<file path="src/rtl/io_input_debounce.sv">
// Two-flop synchronizer plus per-bit stability counters for board switches and keys.
// Define IO_DEBOUNCE_SW_EN to debounce switches too; otherwise they are only synchronized.
module io_input_debounce #(
    parameter int NUM_SW          = 10,
    parameter int NUM_KEY         = 3,
    parameter int DEBOUNCE_CYCLES = 250000,
    parameter int CNT_W           = $clog2(DEBOUNCE_CYCLES)
) (
    input  logic               i_clk,
    input  logic               i_reset,
    input  logic [NUM_SW-1:0]  i_sw_raw,
    input  logic [NUM_KEY-1:0] i_key_raw,
    output logic [31:0]        o_io_sw,
    output logic [31:0]        o_io_key,
    output logic [NUM_KEY-1:0] o_key_press
);

    localparam logic [CNT_W-1:0] CNT_MAX = CNT_W'(DEBOUNCE_CYCLES - 1);

    logic [NUM_KEY-1:0] key_s1_q, key_s1_d;
    logic [NUM_KEY-1:0] key_s2_q, key_s2_d;
    logic [NUM_KEY-1:0] key_stable_q, key_stable_d;
    logic [NUM_KEY-1:0] key_press_q, key_press_d;
    logic [CNT_W-1:0]   key_cnt_q [NUM_KEY];
    logic [CNT_W-1:0]   key_cnt_d [NUM_KEY];

    logic [NUM_SW-1:0]  sw_s1_q, sw_s1_d;
    logic [NUM_SW-1:0]  sw_s2_q, sw_s2_d;

    // Any sample matching the accepted level restarts that bit's count.
    always_comb begin
        key_s1_d     = i_key_raw;
        key_s2_d     = key_s1_q;
        key_stable_d = key_stable_q;
        for (int i = 0; i < NUM_KEY; i++) begin
            key_cnt_d[i] = key_cnt_q[i];
            if (key_s2_q[i] == key_stable_q[i]) begin
                key_cnt_d[i] = '0;
            end else if (key_cnt_q[i] == CNT_MAX) begin
                key_stable_d[i] = key_s2_q[i];
                key_cnt_d[i]    = '0;
            end else begin
                key_cnt_d[i] = key_cnt_q[i] + CNT_W'(1);
            end
        end
        key_press_d = key_stable_q & ~key_stable_d;
    end

    always_ff @(posedge i_clk) begin
        if (i_reset) begin
            key_s1_q     <= '1;
            key_s2_q     <= '1;
            key_stable_q <= '1;
            key_press_q  <= '0;
            for (int i = 0; i < NUM_KEY; i++) begin
                key_cnt_q[i] <= '0;
            end
        end else begin
            key_s1_q     <= key_s1_d;
            key_s2_q     <= key_s2_d;
            key_stable_q <= key_stable_d;
            key_press_q  <= key_press_d;
            for (int i = 0; i < NUM_KEY; i++) begin
                key_cnt_q[i] <= key_cnt_d[i];
            end
        end
    end

    always_comb begin
        sw_s1_d = i_sw_raw;
        sw_s2_d = sw_s1_q;
    end

`ifdef IO_DEBOUNCE_SW_EN
    logic [NUM_SW-1:0] sw_stable_q, sw_stable_d;
    logic [CNT_W-1:0]  sw_cnt_q [NUM_SW];
    logic [CNT_W-1:0]  sw_cnt_d [NUM_SW];

    always_comb begin
        sw_stable_d = sw_stable_q;
        for (int i = 0; i < NUM_SW; i++) begin
            sw_cnt_d[i] = sw_cnt_q[i];
            if (sw_s2_q[i] == sw_stable_q[i]) begin
                sw_cnt_d[i] = '0;
            end else if (sw_cnt_q[i] == CNT_MAX) begin
                sw_stable_d[i] = sw_s2_q[i];
                sw_cnt_d[i]    = '0;
            end else begin
                sw_cnt_d[i] = sw_cnt_q[i] + CNT_W'(1);
            end
        end
    end

    always_ff @(posedge i_clk) begin
        if (i_reset) begin
            sw_s1_q     <= '0;
            sw_s2_q     <= '0;
            sw_stable_q <= '0;
            for (int i = 0; i < NUM_SW; i++) begin
                sw_cnt_q[i] <= '0;
            end
        end else begin
            sw_s1_q     <= sw_s1_d;
            sw_s2_q     <= sw_s2_d;
            sw_stable_q <= sw_stable_d;
            for (int i = 0; i < NUM_SW; i++) begin
                sw_cnt_q[i] <= sw_cnt_d[i];
            end
        end
    end

    assign o_io_sw = 32'(sw_stable_q);
`else
    always_ff @(posedge i_clk) begin
        if (i_reset) begin
            sw_s1_q <= '0;
            sw_s2_q <= '0;
        end else begin
            sw_s1_q <= sw_s1_d;
            sw_s2_q <= sw_s2_d;
        end
    end

    // Without debouncing the second synchronizer stage is the output register.
    assign o_io_sw = 32'(sw_s2_q);
`endif

    assign o_io_key    = 32'(key_stable_q);
    assign o_key_press = key_press_q;

endmodule

</file>
<file path="config.mk">
export PLATFORM = sky130hd
export DESIGN_NAME = io_input_debounce
export DESIGN_NICKNAME = d
export VERILOG_FILES = /design/src/rtl/io_input_debounce.sv
export SDC_FILE = /design/constraint.sdc
export NUM_CORES = 1
export LEC_CHECK = 0
export CORE_ASPECT_RATIO = 0.6
export CORE_MARGIN = 2
export CORE_UTILIZATION = 40
export CTS_CLUSTER_DIAMETER = 50
export CTS_CLUSTER_SIZE = 20
export DETAILED_ROUTE_END_ITERATION = 8
export GPL_ROUTABILITY_DRIVEN = 0
export GPL_TIMING_DRIVEN = 0
export PLACE_DENSITY_LB_ADDON = 0.1
export SYNTH_ARGS = -nofsm -noshare
export SYNTH_HDL_FRONTEND = slang
export SYNTH_SLANG_ARGS = --single-unit
</file>
<file path="constraint.sdc">
create_clock -name i_clk -period 5.13 [get_ports i_clk]
set_clock_uncertainty 0.05 [all_clocks]
set_input_delay 1.026 -clock i_clk [delete_from_list [all_inputs] [get_ports i_clk]]
set_output_delay 1.026 -clock i_clk [all_outputs]
set_load 0.03 [all_outputs]
</file>
# --- Yosys cells after proc, flatten, opt, wreduce, memory -nomap -nowiden ---
# Memory sizes are Yosys's and may differ from the RTL's.
# Index checks and enable logic that the tools add are counted.
word_totals:
  ff_bits: 32
  ramBits: 54
  elab_cells: 39
  mem_count: 1
memory_table:
  columns: ["name", "depth", "width", "read_ports", "rd_ports_with_merged_regs", "write_ports", "line_no", "source"]
  rows:
  - ["key_cnt_q", 3, 18, 3, 0, 3, "24", "logic [CNT_W-1:0] key_cnt_q [NUM_KEY];"]
op_classes:
  add_sub_neg: 3
  eq_ne: 6
  mux: 18
  bitwise_logic: 5
ops:
  columns: ["cell", "n"]
  rows:
  - ["18-bit 2-to-1 mux", 9]
  - ["18-bit by 1-bit adder with 18-bit output, second input constant", 3]
  - ["18-bit equality test, second input constant", 3]
  - ["1-bit 2-to-1 mux", 9]
  - ["3-bit bitwise AND", 1]
  - ["1-bit equality test", 3]
  - ["3-bit inverter", 1]
  - ["1-bit OR", 3]

# --- Logic depth before layout (Yosys ltp) ---
# Gate-level depths: netlist of run 1.
# An unclocked memory read counts as a cell.
logic_depth:
  word_depth: 6
  mapped_depth: 6

# --- Worst setup path before layout of run 1 ---
# Ideal clock, no wire load.
synth_path:
  path_type: "input to register"
  startpoint: "in i_reset"
  endpoint: "mem key_cnt_q[0][27] (netlist name)"
  setup_ns: 0.117
  t_arrival_ns: 1.809
  required_ns: 4.963
  setup_slack_ns: 3.154
  path_stages: 5
  n_path_buf: 2
  cell_sequence: "clkbuf_1 -> nor2_1 -> o21ai_1 -> buf_2 -> nor2_1"
synth_rtl:
  columns: ["element", "line_no", "source"]
  rows:
  - ["start: declaration", "10", "input logic i_reset,"]
  - ["end: declaration", "24", null]

# --- Worst setup path in the final report of run 1 ---
layout_path:
  startpoint: "reg key_stable_q[0]"
  endpoint: "out o_io_key[0]"
layout_rtl:
  columns: ["element", "line_no", "source"]
  rows:
  - ["start: declaration", "22", "logic [NUM_KEY-1:0] key_stable_q, key_stable_d;"]
  - ["start signal: assignment", "61", "key_stable_q <= key_stable_d;"]
  - ["end: declaration", "14", "output logic [31:0] o_io_key,"]
# No word-level cell between the ends.

==> results.cfg, run 1 <==
[outcome]
status = complete, no violations

[drt]
drtIter0Drc = 176
wirelength_um = 7090
routedWlPerCell_um = 11.0
dr.pass1.iters = 4
viasPerCell = 4.38
routed-via-count = 2819
drc_errors = 0
ant_nets = 0

[layout]
synthToLayoutAreaGrowth_pct = 25.8
design_area_um2 = 4780
layout.cells.non_filler = 643
antennaDiodeCount = 0
drive_above_1_share_pct = 17.7
nets = 526
fin_util_pct = 52.0

[setup_path]
critical_path_class = flop to output port
crit_buf_inv = 1
endpoint_kind = output port
worst_ep_required_time_ns = 4.05
critical-path-top-delay-family = buffers and inverters
start_kind = flop
crit_chain = clkdlybuf4s50_1
arrival_ns = 1.43
rrSetupSlack_ns = 3.01
worst-path-max-fanout = 4
slowest_delay_ns = 0.70
cp_slowest_cell = clkdlybuf4s50_1

[grt]
grt_max_degree = 15
grt_pass1_wl_um = 11700
grt_usage_pct = 14.5
grt_pass1_vias = 2476
overflow = 0
antenna_found_initial = 0

[timing]
finalMaxSlewViolations = 0
hold_ws_ns = 0.361
period_share_pct = 48.9
fin_tns_setup_ns = 0
hold_violations = 0
rsz0062_at_grt = no
maxSlewHeadroom_pct = 63.9
finalCriticalPeriod_ns = 2.51
fmax_ghz = 0.399
worst_pin_slew_ns = 0.538
setup_viol = 0

[die]
io_pins = 82
die_h_um = 79.5
initial_core_util_pct = 41.4
fp-row-count = 27
fp.dieW_um = 130
coreArea_um2 = 9190
die_area_um2 = 10300

[flow_run]
maxCapViolCount = 0

[clocking]
cts_buffers = 9
clk_latency_ns = 0.33
cts.clk_slew.worst_paths_ns = 0.06
clockBufferDepth = 2
ctsResizeCount = 0
h-tree-depth = 3
cts_tree = done
cts_sinks = 86
post_cts_buffers = 0
cts_hold_buf = 0
cts_root_buf = clkbuf_16

[synthesis]
avgSynthCellArea_um2 = 9.10
synth_cell_types = 41
syn_inst = 418
synth_area_um2 = 3800
ys_ff_latch = 86
synth.yosys.seq_area_share_pct = 45.3
ys_warn_count = 0

[place]
portBuffers = 29
postPlaceCellArea_um2 = 4440
dpl.cell_count = 627
dp_hpwl_um = 5250

[min_path]
hp-class = flop to flop

[power]
ir_drop_mv = 0.192
p_leak_nw = 1.74
powerDensity_nw_per_um2 = 320
==> cells in the mapped netlist (all sizes together) <==
| cell | instances | area (um2) |
|---|---|---|
| nand2 | 13 | 48.8 |
| nor3 | 16 | 80.1 |
| clkbuf | 6 | 22.5 |
| or2 | 9 | 56.3 |
| a211o | 1 | 8.76 |
| nand4b | 2 | 17.5 |
| and2 | 2 | 12.5 |
| nor4b | 2 | 17.5 |
| a21oi | 5 | 25.0 |
| o31ai | 2 | 15.0 |
| nand4 | 18 | 119 |
| nand3 | 17 | 90.1 |
| ha | 3 | 37.5 |
| inv | 11 | 41.3 |
| or3 | 1 | 6.26 |
| nand3b | 1 | 7.51 |
| o21ai | 4 | 20.0 |
| xnor2 | 38 | 333 |
| nor4 | 18 | 113 |
| o21a | 1 | 7.51 |
| and3 | 7 | 43.8 |
| xor2 | 7 | 61.3 |
| nor2 | 64 | 265 |
| o211ai | 2 | 33.8 |
| o41ai | 1 | 8.76 |
| conb | 1 | 3.75 |
| dfxtp | 86 | 1720 |
| buf | 54 | 408 |
| nor2b | 21 | 131 |
| mux2i | 2 | 20.0 |
| or4 | 3 | 26.3 |
==> sequential cells by signal, indices dropped and copies added (netlist names) <==
| register | flops |
|---|---|
| key_cnt_q | 54 |
| key_s1_q | 3 |
| key_s2_q | 3 |
| key_stable_q | 3 |
| o_key_press | 3 |
| sw_s1_q | 10 |
| sw_s2_q | 10 |
==> kinds of logic (layout without fill, tap and decap cells) <==
group                    count (synthesis)  in the layout  synth area share, %
multiplexers                             2              2                0.527
AND/OR/NAND/NOR                        194            194                 27.2
AO/OA/AOI/OAI                           16             16                 3.13
buffers and inverters                   71            116                 12.4
flip-flops                              86             86                 45.3
XOR/XNOR                                45             45                 10.4
adder cells (fa/ha/maj)                  3              3                0.987
other                                    1             51               0.0986
==> worst paths after layout <==
kind / depth (start not counted) / to / start
max: 1 / o_io_key[0] / key_stable_q[0]
min: 1 / key_s2_q[0] / key_s1_q[0]
max reg2reg: 6 / key_cnt_q[0][44] / key_cnt_q[0][36]
min reg2reg: 1 / key_s2_q[0] / key_s1_q[0]
==> cell usage in the layout, fill, tap and decap left out, drive strengths merged <==
cell and n:
nand4 18, ha 3, dfxtp 86, and3 7, inv 11, o21ai 4, clkinv 1, and2 2
a21oi 5, xor2 7, xnor2 38, clkdlybuf4s50 29, bufinv 3, buf 54, or4 3, nand2 13
nor3 16, mux2i 2, nand3 17, nor2b 21, o21a 1, o211ai 2, a211o 1, nor2 64
conb 51, nand3b 1, nor4b 2, nand4b 2, o41ai 1, clkbuf 16, or3 1, clkinvlp 2
or2 9, nor4 18, o31ai 2
==> metrics by stage <==
stage                     setup slack [ns]  power, W
after detailed placement              2.77  0.000818
after floorplan                       3.15  0.000797
after global placement                2.76  0.000817
after CTS                             2.61   0.00155
after global routing                  2.57   0.00159
final                                 2.62   0.00153
==> final cells by class <==
type	count	area (um2)
multi-input combinational	311	1800
fill	869	4410
tap	130	163
inverter	11	41.3
clock buffer	10	229
clock inverter	6	110
sequential	86	1720
buffer	60	430
timing repair buffer	29	290
==> power breakdown <==
group / leakage (nW) / switching, W / internal (W)
clock: 0.159 / 0.000253 / 0.000475
sequential: 0.699 / 0.00000314 / 0.000678
combinational: 0.880 / 0.0000748 / 0.0000478
total: 1.74 / 0.000331 / 0.00120
==> metal layers <==
| metal | part of all wire (%) | global-route usage [%] | up-vias |
|---|---|---|---|
| met5 | 0 | 0 | - |
| met2 | 42 | 20.8 | 63 |
| met4 | 0.55 | 3.12 | 0 |
| met3 | 5.7 | 6.03 | 6 |
| li1 | - | - | 1487 |
| met1 | 52 | 20.1 | 1263 |
No activity file was read; power rests on OpenSTA's default activity.
==> run 2, diff against run 1 <==
==> constraint.sdc (replaced) <==
create_clock -name i_clk -period 2.4 [get_ports i_clk]
set_clock_uncertainty 0.05 [all_clocks]
set_input_delay 0.48 -clock i_clk [delete_from_list [all_inputs] [get_ports i_clk]]
set_output_delay 0.48 -clock i_clk [all_outputs]
set_load 0.03 [all_outputs]
==> results of run 2 <==
Same layout as run 1 (identical final DEF). Status: complete, no violations.
Main changes from that run: setup slack after placement 2.77 ns -> 0.259 ns; setup slack after layout 2.62 ns -> 0.278 ns; start point of the critical path key_stable_q[0] -> key_cnt_q[0][36]; end point of the critical path o_io_key[0] -> key_cnt_q[0][44]; register-to-register setup slack 3.01 ns -> 0.28 ns; total power 0.00153 W -> 0.00327 W; worst IR drop on VDD 0.192 mV -> 0.411 mV
